==> config.mk <==
export PLATFORM = sky130hd
export DESIGN_NAME = instr_fetch
export DESIGN_NICKNAME = d
export VERILOG_FILES = /design/src/rtl/instr_fetch_pkg.sv /design/src/rtl/instr_fetch_next_pc.sv /design/src/rtl/instr_fetch.sv
export SDC_FILE = /design/constraint.sdc
export NUM_CORES = 1
export LEC_CHECK = 0
export BUFFER_PORTS_ARGS = -buffer_cell sky130_fd_sc_hd__buf_4
export CAP_MARGIN = 20
export CORE_ASPECT_RATIO = 0.7
export CORE_MARGIN = 10
export CORE_UTILIZATION = 40
export CTS_CLUSTER_SIZE = 14
export DETAILED_ROUTE_END_ITERATION = 10
export PLACE_DENSITY = 0.69
export SETUP_SLACK_MARGIN = 0.4
export SLEW_MARGIN = 25
export SYNTH_ARGS = -nofsm -noshare
export SYNTH_HDL_FRONTEND = slang
export SYNTH_HIERARCHICAL = 1
export SYNTH_SLANG_ARGS = --single-unit
==> constraint.sdc <==
create_clock -name CLK -period 5 [get_ports CLK]
set_clock_uncertainty 0.15 [all_clocks]
set_input_delay 0.25 -clock CLK [delete_from_list [all_inputs] [get_ports CLK]]
set_output_delay 0.25 -clock CLK [all_outputs]
set_load 0.005 [all_outputs]
==> src/rtl/instr_fetch_pkg.sv <==
// Shared definitions for the instruction-fetch block and its next-PC helper.
//   state_t  : fetch FSM encoding (FETCH=0, HOLD=1)
//   PC_INCR  : sequential PC step in bytes
//   BR_SHIFT : word-offset to byte-offset shift for branch targets
package instr_fetch_pkg;

  typedef enum logic {
    FETCH = 1'b0,
    HOLD  = 1'b1
  } state_t;

  localparam int unsigned PC_INCR  = 4;
  localparam int unsigned BR_SHIFT = 2;

endpackage

==> src/rtl/instr_fetch_next_pc.sv <==
// Next-PC selection for the retiring instruction.
//   currentpc     : PC of the retiring instruction
//   extimm        : sign-extended branch offset in words
//   branch        : conditional-branch control
//   uncond_branch : unconditional-branch control
//   zero          : ALU zero flag
//   npc           : branch target or sequential PC (modulo 2^ADDR_W)
module next_pc
  import instr_fetch_pkg::*;
#(
  parameter int ADDR_W = 64
) (
  input  logic [ADDR_W-1:0] currentpc,
  input  logic [ADDR_W-1:0] extimm,
  input  logic              branch,
  input  logic              uncond_branch,
  input  logic              zero,
  output logic [ADDR_W-1:0] npc
);

  logic taken;

  assign taken = uncond_branch | (branch & zero);

  // Plain unsigned add; a negative offset in two's complement wraps to a
  // backward target, and overflow past the top of memory wraps silently.
  assign npc = taken ? currentpc + (extimm << BR_SHIFT)
                     : currentpc + ADDR_W'(PC_INCR);

endmodule

==> src/rtl/instr_fetch.sv <==
// Single-issue instruction fetch: request a word, hold it until retired,
// then step or branch the PC and fetch again.
//   CLK, Reset           : clock, synchronous active-high reset
//   startpc              : PC loaded during reset
//   imem_req/addr        : fetch request and address (address = currentpc)
//   imem_ready/rdata     : memory response
//   inst, opcode         : instruction register and inst[31:21]
//   inst_valid           : inst holds an un-retired instruction
//   retire, branch, uncond_branch, zero, extimm : retire and branch controls
//   currentpc            : PC of the held / in-flight instruction
//   retired_count        : retired instruction counter (wraps)
module instr_fetch
  import instr_fetch_pkg::*;
#(
  parameter int ADDR_W = 64,
  parameter int INST_W = 32
) (
  input  logic              CLK,
  input  logic              Reset,
  input  logic [ADDR_W-1:0] startpc,
  output logic              imem_req,
  output logic [ADDR_W-1:0] imem_addr,
  input  logic              imem_ready,
  input  logic [INST_W-1:0] imem_rdata,
  output logic [INST_W-1:0] inst,
  output logic [10:0]       opcode,
  output logic              inst_valid,
  input  logic              retire,
  input  logic              branch,
  input  logic              uncond_branch,
  input  logic              zero,
  input  logic [ADDR_W-1:0] extimm,
  output logic [ADDR_W-1:0] currentpc,
  output logic [31:0]       retired_count
);

  state_t            state, state_nxt;
  logic [ADDR_W-1:0] npc;
  logic              load_inst, do_retire;

  next_pc #(.ADDR_W(ADDR_W)) u_next_pc (
    .currentpc    (currentpc),
    .extimm       (extimm),
    .branch       (branch),
    .uncond_branch(uncond_branch),
    .zero         (zero),
    .npc          (npc)
  );

  always_comb begin
    state_nxt  = state;
    imem_req   = 1'b0;
    inst_valid = 1'b0;
    load_inst  = 1'b0;
    do_retire  = 1'b0;
    case (state)
      FETCH: begin
        imem_req = 1'b1;
        if (imem_ready) begin
          load_inst = 1'b1;
          state_nxt = HOLD;
        end
      end
      HOLD: begin
        inst_valid = 1'b1;
        if (retire) begin
          do_retire = 1'b1;
          state_nxt = FETCH;
        end
      end
      default: state_nxt = FETCH;
    endcase
  end

  always_ff @(posedge CLK) begin
    if (Reset) begin
      state         <= FETCH;
      currentpc     <= startpc;
      inst          <= '0;
      retired_count <= '0;
    end else begin
      state <= state_nxt;
      if (load_inst) inst <= imem_rdata;
      if (do_retire) begin
        currentpc     <= npc;
        retired_count <= retired_count + 32'd1;
      end
    end
  end

  assign imem_addr = currentpc;
  assign opcode    = inst[31:21];

endmodule

==> results <==
- The run finished with clean final reports.
- Clock-pin slew was measured on the worst setup and hold paths at 0.07 ns.
- Summing the areas of all fa, ha and maj instances in the mapped netlist gives 7.907% of the synthesized area.
- For this block, wires on met1 add up to 15,070 um.
- Summing the areas of all xor and xnor instances in the mapped netlist gives 6.004% of the synthesized area.
- The number of hold violations in the final report was 0.
- The area growth from synthesis to layout is 39.78%.
- In this run, synthesis inferred 64 flip-flops with an integrated enable.
- The amount of wire on met2 after detailed routing is 16,390 um.
- The count of cells along the worst register-to-register path is 11.
- The routed via count divided by cell count is 5.305.
- The net count after synthesis is 1,393.
- Overall power consumption after layout is estimated at 4.866 mW.
- The final route contains 9,884 vias.
- The area share of and/or/nand/nor cells after synthesis is 19.92%.
- Synthesis handed over a netlist of 1,163 instances.
- The endpoint kind of the worst setup timing path is a flop.
- Post-CTS timing repair inserted 0 buffers for setup.
- The final core area utilization is 57.00%.
- The number of placed instances, taps included is 1,730.
- Based on the critical path, the design can be clocked at up to 256.5 MHz.
- The final critical path time including I/O delays and setup is 3.898 ns.
- The later pin in the worst-skew pair is clocked with a latency of 0.43 ns.
- The critical path data arrival time is 3.93 ns.
- The actual transition at the worst max-transition pin is 1.003 ns.
- The initial antenna violation count is 3.
- Pin placement for this block handled 372 I/O pins.
- The uppermost layer routed is met4.
- Yosys printed 6 warnings.
- The die is 152.7 um tall.
- The port buffer count is 369.
- In the synthesized netlist the async set-or-reset flop fraction comes to 0%.
- The first-pass GRT wire length is 55,060 um.
- The maximum number of pins on one net before global-route repair is 66.
- For this run, the leading register cell type out of synthesis is dfxtp_1.
- The number of DRC markers after the initial detailed-route iteration is 552.
- The post-synth design cell area is 10,060 um2.
- Across every metal layer, demand over resource in global routing totals 21.21%.
- The max-capacitance violation count is 0.
- The worst register-to-register path begins at currentpc[3]$_DFFE_PP_.
- Once placement finished, the instance area stood at 12,510 um2.
- The final critical path takes up 77.96% of the cycle.
- The number of antenna-violating nets in the routed design is 0.
- The worst-case IR drop observed on VDD is 0.2390 mV.
- For this configuration, the core starts out at a cell density of 40.77%.
- The floorplan has 48 rows.
- Of all nets on the critical path, the largest fanout is 39.
- Summed over all nets, the half-perimeter wirelength after detailed placement is 27,450 um.
- The first detailed-routing pass took 7 iterations.
- After detailed routing, the number of remaining DRC violations is 0.
- After synthesis, the largest family of logic cells by area is simple AND/OR/NAND/NOR gates.
- In the final design database the tool counted 1,752 nets.
- The number of slew-limit violations in the final report is 0.
- The number of global-route vias before repair is 9,857.
- Buffers inserted to repair hold after CTS numbered 98.
- For this block, the routed nets add up to 35,510 um of wire.
- The flip-flop and latch count after synthesis is 129.
- After global routing the overflow that remains totals 0.
- The synthesized netlist devotes 17.60% of its cell area to compound gates.
- The post-synthesis cell type count is 66.
- The worst setup path is of the input port to flop kind.
- The post-CTS resize count is 0.
- The maximum number of buffers from clock root to sink is 2.
- The beginning of the worst hold path is Reset.
- The floorplan step defined a die boundary enclosing 32,010 um2.
- The wire length on met3 is 3560 um.
- For this design the static power due to leakage is 6.109 nW.
- The clock tree synthesis step divided the H-tree into 4 levels.
- The number of instances on the worst hold path is 2.
- The path category of the worst min-delay check is input port to flop.
- Setup violations remaining at the end of the flow were counted as 0.
- The floorplan step defined a core boundary enclosing 24,680 um2.
- The final-layout setup total negative slack is 0 ns.
- Routability-driven placement finished with a final weighted congestion of 0.9113.
- The timing startpoint of the critical path is branch.
- Buffers inserted during clock tree synthesis total 17.
- Once layout is done, the placed cells without fillers occupy 14,070 um2.
- For this design the ratio of total power to cell area is 345.9 nW/um2.
- Headroom to the max-slew limit came out at 33.17%.
- For the worst setup path, the data required time is 5.03 ns.
- Setup repair after global routing left no endpoint under its margin.
- The sequential element share of the synthesized area is 32.02%.
- The fraction of final layout cells with drive strength greater than 1 is 32.83%.
- For this run, the number of standard cells in the final layout without fillers is 1,863.
- The routed wirelength normalized by instance count is 19.06 um.
- The horizontal extent of the die is 209.6 um.
- The post-synthesis area per instance is 8.654 um2.
- The startpoint class of the critical path is an input port.
- Multiplexer cells account for 7.720% of the synthesized area.
- The number of sinks handled by clock tree synthesis is 129.
- The root buffer cell is clkbuf_16.
- The TritonCTS clock tree is built.
cell type report:
type	instances	area [um2]
timing repair buffer	473	3796
sequential	129	3223
clock buffer	22	475.5
fill	2216	10620
tap	325	406.6
inverter	23	86.33
antenna	3	7.507
multi-input combinational	878	5977
clock inverter	10	96.34
per-stage QoR:
step                      hold WS (ns)  setup slack [ns]
after floorplan                 0.2158             1.254
after global placement          0.2932            0.7235
after detailed placement        0.2968            0.6896
after CTS                       0.1065             1.146
after global routing            0.1487            0.8667
final                           0.1231             1.102
flip-flops by register name, summed over array words and instances, names as in the netlist:
name and flops:
currentpc 64, state 1, inst 32, retired_count 32
where the power goes:
| group | total (mW) | switching [mW] | internal (mW) |
|---|---|---|---|
| sequential | 1.45 | 0.142 | 1.30 |
| clock | 1.24 | 0.511 | 0.733 |
| combinational | 2.18 | 1.10 | 1.07 |
| total | 4.87 | 1.76 | 3.11 |
per-layer routing:
metal  up-vias  track usage [%]
met2       405            34.23
met3        34            7.905
li1       4815                -
met1      4630            26.09
met4         0            5.261
met5         -                0
Yosys cell counts (all sizes together), types with 3 or more instances:
library cell  instances  area share, %
xor2                 22            1.9
nand3                20           0.99
clkbuf               40            1.5
o21ai                47            2.4
nor2                 60            2.2
o21a                  6           0.45
a21o                 34            2.5
nand4                27            1.8
o31ai                13            1.1
and3                  9           0.61
edfxtp               64             19
ha                   62            7.7
a311oi                3           0.26
nor2b                73            4.5
or3                   9           0.56
a211oi                3           0.27
or4                  16            1.3
nand2               125            4.7
o21bai               13            1.0
buf                  93            6.5
mux2                 69            7.7
dfxtp                65             13
a21oi               140            7.2
nor4                  9           0.62
inv                  23           0.86
xnor2                47            4.1
nand2b               11           0.68
o211ai                8           0.60
nor3                 18           0.94
a31oi                 6           0.37
or2                   5           0.31
critical path, cell delays in order:
cell	delay, ns
buf_4	0.12
a21oi_4	0.38
buf_4	0.45
nor2b_1	0.09
ha_1	0.41
a21oi_1	0.24
o21ai_0	0.14
nor2b_1	0.16
a2111oi_0	0.40
and3_4	0.31
a21oi_4	0.09
a21oi_2	0.31
o21bai_2	0.15
xor2_1	0.16
mux2_2	0.26
kinds of logic (layout without fill, tap and decap cells):
group	after synthesis	in the layout
muxes	69	69
AOI/OAI and AO/OA	288	288
buffers and inverters	156	528
xor gates and xnor gates	69	69
and+or+nand+nor	389	389
other	0	3
adders and majority gates	63	63
DFF	129	129
worst paths after layout:
kind / end / slack, ns
setup / recovery: currentpc[52]$_DFFE_PP_ / 1.10
hold / removal: inst[6]$_SDFFE_PP0P_ / 0.12
setup reg to reg: currentpc[63]$_DFFE_PP_ / 1.28
hold reg to reg: inst[2]$_SDFFE_PP0P_ / 0.30
cell usage in the layout (no fill, tap or decap), drive strengths merged, types with 11 or more instances in the layout:
master / n
dfxtp: 65
o21bai: 13
nor2b: 73
nand2b: 11
nand3: 20
edfxtp: 64
a21oi: 140
xnor2: 47
or4: 16
a21o: 34
o21ai: 47
nor2: 60
xor2: 22
nand4: 27
buf: 375
mux2: 69
clkbuf: 22
nor3: 18
inv: 30
nand2: 125
dlygate4sd3: 98
ha: 62
o31ai: 13
Power figures use the tool's default switching activity.
